### src/rtl/triangle_pkg.sv
// -----------------------------------------------------------------------------
// triangle_pkg
//   Types shared by the triangle-wave source and its receive-side monitor.
//   dir_t           : stream direction (1 = counting up, 0 = counting down).
//                     The encoding is fixed because both ends exchange it.
//   monitor_state_t : monitor FSM state.
// -----------------------------------------------------------------------------
package triangle_pkg;

   typedef enum logic {
      COUNTING_DOWN = 1'b0,
      COUNTING_UP   = 1'b1
   } dir_t;

   typedef enum logic [1:0] {
      IDLE       = 2'd0,
      ACQUIRE    = 2'd1,
      TRACK_UP   = 2'd2,
      TRACK_DOWN = 2'd3
   } monitor_state_t;

   // Width of the optional error-event counter.
   localparam int ERR_COUNT_W = 16;

endpackage

### src/rtl/triangle_step_check.sv
// -----------------------------------------------------------------------------
// triangle_step_check
//   Combinational step classifier for one incoming sample against the
//   previously accepted sample.
//   Ports:
//     prev         in  N  last accepted sample
//     in           in  N  candidate sample
//     dir          in  1  tracked direction (dir_t)
//     is_up_step   out 1  in == prev+1 without wrapping past the top
//     is_down_step out 1  in == prev-1 without wrapping below zero
//     at_max       out 1  in is the top of the range (2^N-1)
//     at_zero      out 1  in is the bottom of the range
// -----------------------------------------------------------------------------
module triangle_step_check
   import triangle_pkg::*;
#(
   parameter int N = 8
) (
   input  logic [N-1:0] prev,
   input  logic [N-1:0] in,
   input  dir_t         dir,
   output logic         is_up_step,
   output logic         is_down_step,
   output logic         at_max,
   output logic         at_zero
);

   localparam logic [N-1:0] MAX = '1;
   localparam logic [N-1:0] ONE = N'(1);

   // The prev guards make max->0 and 0->max wraps illegal even though the
   // N-bit add/subtract would otherwise match them.
   assign is_up_step   = (prev != MAX) && (in == prev + ONE);
   assign is_down_step = (prev != '0)  && (in == prev - ONE);
   assign at_max       = (in == MAX);
   assign at_zero      = (in == '0);

   // Legality here is direction-agnostic; the FSM decides which step it
   // accepts, so the shared direction input is only carried through.
   logic unused_dir;
   assign unused_dir = dir;

endmodule

### src/rtl/triangle_monitor.sv
// -----------------------------------------------------------------------------
// triangle_monitor
//   Receive-side checker for a triangle-wave sample stream
//   (0,1,..,2^N-1,2^N-2,..,0,1,..). Consumes one sample per cycle while ena
//   is high, tracks direction, flags peaks/troughs/illegal steps, declares
//   lock after LOCK_STEPS consecutive legal steps, and measures the number
//   of samples between successive troughs once locked.
//
//   Parameters:
//     N          sample width
//     P          period counter width (>= N+2)
//     LOCK_STEPS consecutive legal steps needed for lock (>= 1)
//
//   Ports:
//     clk          in  1  clock, all state on posedge
//     rst          in  1  asynchronous reset, active low
//     ena          in  1  sample valid; full hold when low (pulses clear)
//     in           in  N  sample value
//     dir          out 1  tracked direction (dir_t)
//     locked       out 1  stream verified legal
//     peak         out 1  pulse: top sample accepted while going up
//     trough       out 1  pulse: zero sample accepted while going down
//     error        out 1  pulse: illegal step
//     period       out P  samples between the last two locked troughs
//     period_valid out 1  pulse when period updates
//     err_count    out 16 saturating error-pulse count
//                         (only with TRIANGLE_MONITOR_ERR_COUNT_EN defined)
//
//   All outputs are registered: the response to a sample appears the cycle
//   after the edge that accepted it.
// -----------------------------------------------------------------------------
module triangle_monitor
   import triangle_pkg::*;
#(
   parameter int N          = 8,
   parameter int P          = 10,
   parameter int LOCK_STEPS = 4
) (
   input  logic         clk,
   input  logic         rst,
   input  logic         ena,
   input  logic [N-1:0] in,
   output dir_t         dir,
   output logic         locked,
   output logic         peak,
   output logic         trough,
   output logic         error,
   output logic [P-1:0] period,
   output logic         period_valid
`ifdef TRIANGLE_MONITOR_ERR_COUNT_EN
   ,
   output logic [ERR_COUNT_W-1:0] err_count
`endif
);

   localparam int GOOD_W = $clog2(LOCK_STEPS + 1);
   localparam logic [GOOD_W-1:0] GOOD_MAX = GOOD_W'(LOCK_STEPS);
   localparam logic [GOOD_W-1:0] GOOD_ONE = GOOD_W'(1);
   localparam logic [P-1:0]      PER_MAX  = '1;
   localparam logic [P-1:0]      PER_ONE  = P'(1);

   monitor_state_t      state;
   logic [N-1:0]        prev;
   logic [GOOD_W-1:0]   good_cnt;
   logic [P-1:0]        per_cnt;
   logic                armed;      // a locked trough has started a measurement

   logic                is_up_step;
   logic                is_down_step;
   logic                at_max;
   logic                at_zero;

   logic                legal;
   logic                going_up;
   logic                step_err;
   logic                hit_peak;
   logic                hit_trough;
   logic [GOOD_W-1:0]   good_nx;
   logic                lock_nx;
   logic [P-1:0]        per_inc;

   triangle_step_check #(.N(N)) u_step (
      .prev         (prev),
      .in           (in),
      .dir          (dir),
      .is_up_step   (is_up_step),
      .is_down_step (is_down_step),
      .at_max       (at_max),
      .at_zero      (at_zero)
   );

   // Step legality for the current state. In ACQUIRE either direction is
   // accepted and the one taken decides where tracking starts.
   always_comb begin
      legal    = 1'b0;
      going_up = 1'b0;
      case (state)
         ACQUIRE: begin
            legal    = is_up_step | is_down_step;
            going_up = is_up_step;
         end
         TRACK_UP: begin
            legal    = is_up_step;
            going_up = 1'b1;
         end
         TRACK_DOWN: begin
            legal    = is_down_step;
            going_up = 1'b0;
         end
         default: ;
      endcase
   end

   // IDLE only captures the first sample, so it can never be an error.
   assign step_err   = (state != IDLE) && !legal;
   // A turning point reached on the resolving ACQUIRE step is treated like
   // one reached while tracking: the stream can only reverse from there.
   assign hit_peak   = legal &&  going_up && at_max;
   assign hit_trough = legal && !going_up && at_zero;

   assign good_nx = (good_cnt == GOOD_MAX) ? good_cnt : good_cnt + GOOD_ONE;
   // Lock as it will be after this step; a trough on the very step that
   // completes lock already counts as a locked trough.
   assign lock_nx = locked || (good_nx == GOOD_MAX);
   // Shared saturating increment for per_cnt and for period = per_cnt+1.
   assign per_inc = (per_cnt == PER_MAX) ? PER_MAX : per_cnt + PER_ONE;

   // FSM, previous sample, direction and event pulses.
   always_ff @(posedge clk or negedge rst) begin
      if (!rst) begin
         state  <= IDLE;
         prev   <= '0;
         dir    <= COUNTING_UP;
         peak   <= 1'b0;
         trough <= 1'b0;
         error  <= 1'b0;
      end else begin
         peak   <= ena && hit_peak;
         trough <= ena && hit_trough;
         error  <= ena && step_err;
         if (ena) begin
            prev <= in;
            if ((state == IDLE) || step_err) begin
               state <= ACQUIRE;
            end else if (hit_peak) begin
               state <= TRACK_DOWN;
               dir   <= COUNTING_DOWN;
            end else if (hit_trough) begin
               state <= TRACK_UP;
               dir   <= COUNTING_UP;
            end else if (going_up) begin
               state <= TRACK_UP;
               dir   <= COUNTING_UP;
            end else begin
               state <= TRACK_DOWN;
               dir   <= COUNTING_DOWN;
            end
         end
      end
   end

   // Lock qualification: consecutive legal steps, saturating.
   always_ff @(posedge clk or negedge rst) begin
      if (!rst) begin
         good_cnt <= '0;
         locked   <= 1'b0;
      end else if (ena && (state != IDLE)) begin
         if (step_err) begin
            good_cnt <= '0;
            locked   <= 1'b0;
         end else begin
            good_cnt <= good_nx;
            locked   <= lock_nx;
         end
      end
   end

   // Period measurement. The first locked trough arms the counter; each
   // later trough publishes per_cnt+1 (the trough sample itself counts).
   always_ff @(posedge clk or negedge rst) begin
      if (!rst) begin
         per_cnt      <= '0;
         armed        <= 1'b0;
         period       <= '0;
         period_valid <= 1'b0;
      end else begin
         period_valid <= 1'b0;
         if (ena) begin
            if (step_err) begin
               per_cnt <= '0;
               armed   <= 1'b0;
            end else if (hit_trough && lock_nx) begin
               if (armed) begin
                  period       <= per_inc;
                  period_valid <= 1'b1;
               end
               armed   <= 1'b1;
               per_cnt <= '0;
            end else if (armed) begin
               per_cnt <= per_inc;
            end
         end
      end
   end

`ifdef TRIANGLE_MONITOR_ERR_COUNT_EN
   // Saturating count of error pulses; only reset clears it.
   always_ff @(posedge clk or negedge rst) begin
      if (!rst) begin
         err_count <= '0;
      end else if (ena && step_err && (err_count != '1)) begin
         err_count <= err_count + ERR_COUNT_W'(1);
      end
   end
`endif

endmodule

### config.mk
export PLATFORM = sky130hd
export DESIGN_NAME = triangle_monitor
export DESIGN_NICKNAME = d
export VERILOG_FILES = /design/src/rtl/triangle_pkg.sv /design/src/rtl/triangle_step_check.sv /design/src/rtl/triangle_monitor.sv
export SDC_FILE = /design/constraint.sdc
export NUM_CORES = 1
export LEC_CHECK = 0
export CAP_MARGIN = 25
export CORE_UTILIZATION = 30
export CTS_CLUSTER_SIZE = 16
export DETAILED_ROUTE_END_ITERATION = 8
export GPL_ROUTABILITY_DRIVEN = 0
export PLACE_DENSITY_LB_ADDON = 0.12
export SLEW_MARGIN = 10
export SYNTH_ARGS = -nofsm -noshare
export SYNTH_HDL_FRONTEND = slang
export SYNTH_SLANG_ARGS = --single-unit
### constraint.sdc
create_clock -name clk -period 5.1 [get_ports clk]
set_input_delay 0.765 -clock clk [delete_from_list [all_inputs] [get_ports clk]]
set_output_delay 0.765 -clock clk [all_outputs]
set_load 0.02 [all_outputs]
=== Word-level counts from Yosys, hierarchy flattened ===
Index checks and enable logic that the tools add are counted.

* Flip-flop bits (word level): 40
* Output and inout port bits: 16
* Input bits: 11
* Word-level logic and storage cells: 77

* Mux-type cells: 22
* Eq/ne operators: 10
* Bitwise logic cells: 3
* Reduce and logical (&&, ||, !) cells: 26
* Add/sub/neg operators: 4

{| class="wikitable"
|+ Operators with widths
! kind !! number
|-
| $mux W10 || 4
|-
| $eq A8 B8 Y1 || 2
|-
| $mux W1 || 13
|-
| $logic_and A1 B1 Y1 || 12
|-
| $add A10 B1 Y10 const B || 1
|-
| $eq A10 B10 Y1 const B || 1
|-
| $add A8 B1 Y8 const B || 1
|-
| $eq A8 B8 Y1 const B || 1
|-
| $logic_not A8 Y1 || 1
|-
| $ne A8 B8 Y1 const B || 1
|-
| $reduce_bool A8 Y1 || 1
|-
| $sub A8 B1 Y8 const B || 1
|-
| $eq A3 B3 Y1 const B || 2
|-
| $mux W3 || 2
|-
| $reduce_and A2 Y1 || 3
|-
| $eq A2 B2 Y1 const B || 2
|-
| $reduce_and A4 Y1 || 1
|-
| $reduce_bool A2 Y1 || 2
|-
| $add A3 B1 Y3 const B || 1
|-
| $pmux W1 S3 || 1
|-
| $reduce_bool A3 Y1 || 1
|-
| $eq A2 B1 Y1 const B || 1
|-
| $logic_not A1 Y1 || 2
|-
| $logic_not A2 Y1 || 1
|-
| 5 further kinds || 7
|}

=== Longest topological paths before layout ===
Gate-level depths: netlist of the first run.

* Word-level depth: 11
* Mapped depth: 11
* Depth with buffers taken out: 10

=== Cells and area by module ===
A second synthesis of the first run with hierarchy kept.

* Cell total of the unflattened synthesis: 272
* Area total of the unflattened synthesis: 2677.6 um2

{| class="wikitable"
|+ Modules (own cells, without submodules)
! module !! seq. area each (um2) !! area each (um2) !! instances !! cells an instance
|-
| triangle_monitor || 1002.2 || 2074.5 || 1 || 185
|-
| triangle_step_check || 0.0 || 603.1 || 1 || 87
|}

=== Worst setup path before layout of the first run ===
Ideal clock, no wire load.

* Kind: input port to flip-flop
* From: input port in[4]
* To: register period[0]
* Library setup time: 0.125 ns
* Setup slack: 2.243 ns
* Stages on the path: 10
* Arrival time: 2.732 ns
* Buffers on the path: 2
* Cells stage by stage: buf_2 xor2_1 a311o_1 a21boi_0 o211ai_1 nor2_1 a211o_1 buf_6 o2111ai_4 mux2_2

* Cells in the longest elaborated chain, start to end: 8
* Elaborated cells between the ends (all ways): 16

{| class="wikitable"
|+ RTL lines
! what !! line !! text
|-
| start: declaration || triangle_monitor.sv:42 || <nowiki>input logic [N-1:0] in,</nowiki>
|-
| $eq A8 B8 Y1 (on tied branches) || triangle_step_check.sv:33, triangle_step_check.sv:34 ||
|-
| $logic_and A1 B1 Y1 (on tied branches) || triangle_step_check.sv:33, triangle_step_check.sv:34 ||
|-
| $or A1 B1 Y1 / $pmux W1 S2 (equally long branches) || triangle_monitor.sv:99, triangle_monitor.sv:97 ||
|-
| $pmux W1 S3 / $logic_not A1 Y1 (equally long branches) || triangle_monitor.sv:97, triangle_monitor.sv:119 ||
|-
| $logic_and A1 B1 Y1 / $logic_not A1 Y1 (equally long branches) || triangle_monitor.sv:119, triangle_monitor.sv:115 ||
|-
| $logic_and A1 B1 Y1 (on tied branches) || triangle_monitor.sv:119, triangle_monitor.sv:115 ||
|-
| $logic_and A1 B1 Y1 / $not A1 Y1 (equally long branches) || -- ||
|-
| $reduce_and A4 Y1 (no source line) (*) || -- ||
|-
| end signal: assignment || triangle_monitor.sv:194 || <nowiki>period <= per_inc;</nowiki>
|-
| end: declaration || triangle_monitor.sv:48 || <nowiki>output logic [P-1:0] period,</nowiki>
|}

Every way passes the cells marked *; elsewhere a longest branch is shown, timed or not.
A chain may end at the register's enable or synchronous reset.

=== Worst setup path after layout of the first run ===
* From: input port in[4]
* To: register period[7]

The elaborated chain is that of the path after synthesis.

==> results by group, run 1 <==
Drt
  – DR iter-0 viols: 50
  – Vias per inst: 5.09
  – DRT antenna net count: 0
  – Via count: 1975
  – Drt wl/cell: 14.5 um
  – Number of iterations in the first detailed-routing pass: 4
  – DRC viols: 0
  – Final WL: 5640 um

Floorplanning
  – Core area: 8180 um2
  – Site Rows: 33
  – Chip height: 93.6 um
  – Initial core utilization: 30.8%
  – # IOs: 27
  – Die X: 93.6 um
  – Die area: 8760 um2

Critical path
  – Max Fanout on Critical Path: 10
  – Crit path launch type: input pin
  – Critical path class: input pin to flop
  – CP arrival: 3660 ps
  – WP data required: 5280 ps
  – Critical path endpoint category: flop

Pwr
  – PwrDens: 229 nW/um2
  – Leakage: 1.22 nW
  – Maximum vdd drop: 107 uV

Cells and area
  – Most common cell after layout, fill and taps aside: dfrtp_1
  – Seq. cell area: 1000 um2
  – Fin area: 2950 um2
  – Layout cells sized above 1: 12.4%
  – Commonest cells after routing, fill and taps aside: dfrtp_1 (39), clkdlybuf4s50_1 (25), nor2_1 (18), xnor2_1 (16), nand2_1 (16)
  – Final core occ: 36.1%
  – Area of the multi-input gates: 1410 um2
  – Filler instances: 866
  – Final cell count without fillers: 388
  – Final nets: 302
  – Antenna Cells: 0
  – Layout area overhead: 17.2%

CTS
  – Cts repair resizes: 0
  – Hold_buf cts: 0
  – CTS buffer count: 5
  – H-tree depth: 2
  – Clock Tree Root: clkbuf_8
  – Clk_lat worst skew: 290 ps
  – CTS tree: done
  – Clock Sinks: 40
  – CTS clock-pin slew for the worst setup and hold paths: 90 ps
  – Post-CTS setup buffers: 0
  – Clock buffer depth: 2

Global route
  – First-pass GRT wire length: 9530 um
  – Largest net degree at the start of global routing: 41
  – Initial antenna violation count: 0
  – Total GRT Usage: 14.0%
  – Global route overflow: 0
  – Vias in the first global route: 1929

Place
  – Port bufs: 26
  – DP Area: 2840 um2
  – Dpl hpwl: 4050 um
  – Setup WS pre-CTS: 1290 ps
  – Placed insts: 379

Synth
  – Asr flop ratio synth: 100%
  – Register area share after synthesis: 39.8%
  – Yosys warns: 0
  – Ys flop type: dfrtp_1
  – Synthesized area: 2520 um2
  – Seq cells post-synth: 40
  – Yosys cell types: 57
  – Post-synth EDFFs: 0
  – Syn Nets: 279
  – Mean area per synthesized cell: 9.71 um2
  – Cells after synthesis: 259

STA
  – Setup TNS: 0 ps
  – Setup-failing EPs final: 0
  – Worst Skew: 12.6 ps
  – Slew @ Worst Pin: 810 ps
  – Fin crit share: 68.4%
  – RSZ-0062 raised after global routing: false
  – Setup WS post-layout: 1610 ps
  – FMAX: 0.287 GHz
  – Minimum clock period: 3490 ps
  – Slew HR: 45.8%
  – Slew Viols, Final: 0
  – Final Hold Viols: 0

Outcome
  – Status: finished clean

Run
  – Number of max-cap violations: 0

Hold path
  – Tightest Hold Check Type: input pin to async pin
-- final cells by class --
cell class	count	area share (%)
Clock buffer	8	3.06
Inverter	11	1.40
Multi-Input combinational cell	197	47.8
Sequential cell	40	34.0
Tap cell	105	4.46
Timing Repair Buffer	27	9.34
-- sequential cells by signal (all words and copies together), names as in the netlist, 2 cells and up --
register	count
state	2
good_cnt	3
period	10
prev	8
per_cnt	10
-- Yosys cell counts, types with 3 or more instances --
cell,n,area (um2)
clkbuf_1,5,18.8
ha_1,9,113
o211ai_1,3,22.5
inv_1,11,41.3
buf_4,4,30.0
a311oi_1,7,61.3
and3_1,9,56.3
nand2_1,16,60.1
o21ai_0,11,55.1
nor3_1,7,35.0
nor2_1,18,67.6
a211o_1,3,26.3
nand3_1,10,50.1
mux2_2,15,169
nand4_1,4,25.0
xnor2_1,16,140
nor4_1,3,18.8
nand2b_1,3,18.8
a21oi_1,14,70.1
and2_1,7,43.8
dfrtp_1,39,976
-- logic make-up (layout without fill, tap and decap cells) --
kind of cell               count (synthesis)  after routing  synth area share [%]
xor gates and xnor gates                  18             18                  6.27
muxes                                     17             17                  7.51
adders and majority gates                  9              9                  4.48
AOI/OAI and AO/OA                         62             62                  18.1
buffers and inverters                     22             46                  4.23
DFF                                       40             40                  39.8
and+or+nand+nor                           91             91                  19.6
-- critical path: stages --
cell and delay [ps]:
clkdlybuf4s50_1 630, xor2_1 320, o2111ai_1 160, a2111oi_1 370
o2111a_1 260, o2bb2ai_1 120, a211o_1 350, o2111ai_4 330
mux2_2 350
-- stage by stage --
stage	hold WS (ps)	power, mW
3_3_place_gp	492	0.456
3_5_place_dp	495	0.455
5_1_grt	352	0.711
4_1_cts	513	0.684
2_1_floorplan	469	0.419
6_report	346	0.676
-- worst paths after layout --
| kind | endpoint | from | depth (start not counted) | slack (ps) |
|---|---|---|---|---|
| min in group clk | period[4] | period[4] | 1 | 510 |
| worst max-delay path | period[7] | in[4] | 9 | 1610 |
| worst min-delay path | prev[7] | rst | 1 | 350 |
| worst min register to register | period[4] | period[4] | 1 | 510 |
| max in group asynchronous | dir | rst | 2 | 4230 |
| worst max register to register | period[7] | prev[0] | 10 | 1970 |
-- power breakdown --
part	total, mW	internal, mW	switching [mW]	leakage [nW]
registers	0.344	0.328	0.0161	0.531
logic	0.106	0.0478	0.0584	0.643
clock network	0.226	0.111	0.115	0.0455
-- per-layer routing --
metal | GRT usage, % | vias to the layer above | share of wire (%)
met5 | 0 | - | 0
met1 | 18.1 | 942 | 47
met4 | 3.46 | 0 | 0.96
li1 | - | 993 | -
met3 | 2.93 | 5 | 2.9
met2 | 23.7 | 35 | 49
(Power assumes the default switching activity.)
==> inputs of run 2 (changes only) <==
==> constraint.sdc (replaced) <==
create_clock -name clk -period 3.25 [get_ports clk]
set_input_delay 0.4875 -clock clk [delete_from_list [all_inputs] [get_ports clk]]
set_output_delay 0.4875 -clock clk [all_outputs]
set_load 0.02 [all_outputs]
==> run 2 against run 1 <==
Worst setup slack got worse by 1200 ps. Sequential power grew 55%. Final cell count up 3.4%.
==> results by group, run 2 (synthesis gave the netlist of run 1 again) <==
Outcome
  – Status: finished clean

Drt
  – Number of iterations in the first detailed-routing pass: 4 (unchanged)
  – Vias per inst: 5.21 (+2.3%)
  – DRT antenna net count: 0 (unchanged)
  – Via count: 2088 (+5.7%)
  – Drt wl/cell: 15.0 um (+3.5%)
  – Final WL: 6030 um (+7.0%)
  – DR iter-0 viols: 107 (+110%)
  – DRC viols: 0 (unchanged)

Critical path
  – Worst reg2reg path depth: 10 (unchanged)
  – Worst path bufs/invs: 2 (+1)
  – Critical path class: flop to flop
  – Reg-to-reg endpoint: per_cnt[9]
  – CP delay by family, top: compound AO/OA/AOI/OAI gates
  – Critical path endpoint category: flop
  – Reg-to-reg slack, setup: 380 ps (-1590 ps)
  – Cell repeated most along the worst path: buf_4
  – Crit path launch type: flop
  – CP max stage delay: 510 ps (-120 ps)
  – CP startpoint: prev[4]
  – CP arrival: 3040 ps (-620 ps)
  – Slowest-stage cell, CP: dfrtp_1
  – Crit path cell chain: nand4_1, and2_1, a211o_2, a32oi_1, nor2_1, a211o_1, buf_4, buf_4, a221oi_1, nor3_1
  – Levels on crit path: 10 (+1)
  – Reg-to-Reg Start: prev[4]
  – Max Fanout on Critical Path: 8 (-2)
  – WP data required: 3430 ps (-1850 ps)
  – Crit path capture: per_cnt[9]

Place
  – DP Area: 2940 um2 (+3.4%)
  – Dpl hpwl: 4340 um (+7.2%)
  – Port bufs: 26 (unchanged)

CTS
  – Post-CTS setup buffers: 0 (unchanged)
  – Cts repair resizes: 0 (unchanged)
  – CTS buffer count: 5 (unchanged)
  – Clock Tree Root: clkbuf_8
  – CTS tree: done
  – H-tree depth: 2 (unchanged)
  – CTS clock-pin slew for the worst setup and hold paths: 80 ps (about the same)
  – Clock Sinks: 40 (unchanged)
  – Clk_lat worst skew: 300 ps (about the same)
  – Clock buffer depth: 2 (unchanged)
  – Hold_buf cts: 0 (unchanged)

Floorplanning
  – Chip height: 93.6 um (unchanged)
  – Initial core utilization: 30.8% (unchanged)
  – Die X: 93.6 um (unchanged)
  – Die area: 8760 um2 (unchanged)
  – Site Rows: 33 (unchanged)
  – Core area: 8180 um2 (unchanged)
  – # IOs: 27 (unchanged)

STA
  – Slew @ Worst Pin: 497 ps (-313 ps)
  – RSZ-0062 raised after global routing: false
  – Minimum clock period: 2870 ps
  – FMAX: 0.349 GHz
  – Setup TNS: 0 ps (unchanged)
  – Fin crit share: 88.2%
  – Slew Viols, Final: 0 (unchanged)
  – Worst Skew: 6.10 ps (-6.46 ps)
  – Final Hold Viols: 0 (unchanged)
  – Slew HR: 66.9% (+21 points)
  – Setup-failing EPs final: 0 (unchanged)

Cells and area
  – Layout cells sized above 1: 16.6% (+4.2 points)
  – Final nets: 315 (+4.3%)
  – Layout area overhead: 21.5%
  – Commonest cells after routing, fill and taps aside: dfrtp_1 (39), clkdlybuf4s50_1 (25), nor2_1 (18), xnor2_1 (16), nand2_1 (16)
  – Largest regs: per_cnt (10), period (10), prev (8)
  – Filler instances: 846 (-2.3%)
  – Area of the multi-input gates: 1410 um2 (unchanged)
  – Most common cell after layout, fill and taps aside: dfrtp_1
  – Fin area: 3060 um2 (+3.7%)
  – Seq. cell area: 1000 um2 (unchanged)
  – Antenna Cells: 0 (unchanged)

Global route
  – Initial antenna violation count: 0 (unchanged)
  – Total GRT Usage: 15.1% (+1.1 points)
  – Vias in the first global route: 2067 (+7.2%)
  – First-pass GRT wire length: 10200 um (+6.7%)
  – Global route overflow: 0 (unchanged)
  – Largest net degree at the start of global routing: 41 (unchanged)

Pwr
  – Maximum vdd drop: 140 uV (+31%)
  – Overall power: 1.09 mW (+61%)
  – Leakage: 1.29 nW (+5.5%)
  – PwrDens: 355 nW/um2 (+55%)

Run
  – Number of max-cap violations: 0 (unchanged)

Hold path
  – Tightest Hold Check Type: input pin to async pin
[run 2: changes by cell type in the layout (fill, tap and decap cells not counted)]
cell	change
buf_16	+1
clkinvlp_4	+1
buf_12	-1
clkbuf_1	-1
buf_4	+13
[run 2: area by class of cell]
cell class	instances	area share, %
multi-input cells	197	46.0
flip-flops and latches	40	32.8
repair buffers	40	12.4
well taps	105	4.30
clock buffers	7	2.82
inverters	11	1.35
clock inverters	1	0.246
[run 2: metal layers]
layer  vias to the layer above  wire length (um)  GRT usage, %
met1                      1027              2900          19.9
met4                         0               100          4.62
met2                        32              2830          24.9
met3                        11               202          2.93
met5                         -                 0             0
li1                       1018                 -             -
[run 2: worst min path at each step]
| stage | startpoint | endpoint | slack, ps | cells after the start |
|---|---|---|---|---|
| after floorplan | rst | armed | 190 | 0 |
| after global placement | period[4] | period[4] | 490 | 1 |
| after detailed placement | period[5] | period[5] | 490 | 1 |
| after CTS | rst | prev[5] | 380 | 1 |
| after global routing | rst | peak | 170 | 1 |
| final | rst | prev[5] | 150 | 1 |
[run 2: stage by stage]
step | hold slack, ps | worst slack [ps] | utilization, % | instances
after global routing | 175 | 131 | 37.4 | 401
after CTS | 375 | 362 | 37.1 | 400
after global placement | 493 | 170 | 35.9 | 392
after floorplan | 192 | 605 | - | 259
final | 148 | 383 | 37.4 | 401
after detailed placement | 495 | 93.9 | 35.9 | 392
[run 2: report_power, final]
group | leakage, nW | internal, mW | switching (mW)
Combinational | 0.711 | 0.0882 | 0.102
Sequential | 0.531 | 0.515 | 0.0193
Clock | 0.0445 | 0.173 | 0.189
Total | 1.29 | 0.776 | 0.310
[run 2: worst reg2reg max path: stages (launching register included)]
cell and delay (ps):
dfrtp_1 510, nand4_1 260, and2_1 250, a211o_2 300, a32oi_1 280, nor2_1 140
a211o_1 360, buf_4 160, buf_4 150, a221oi_1 240, nor3_1 90
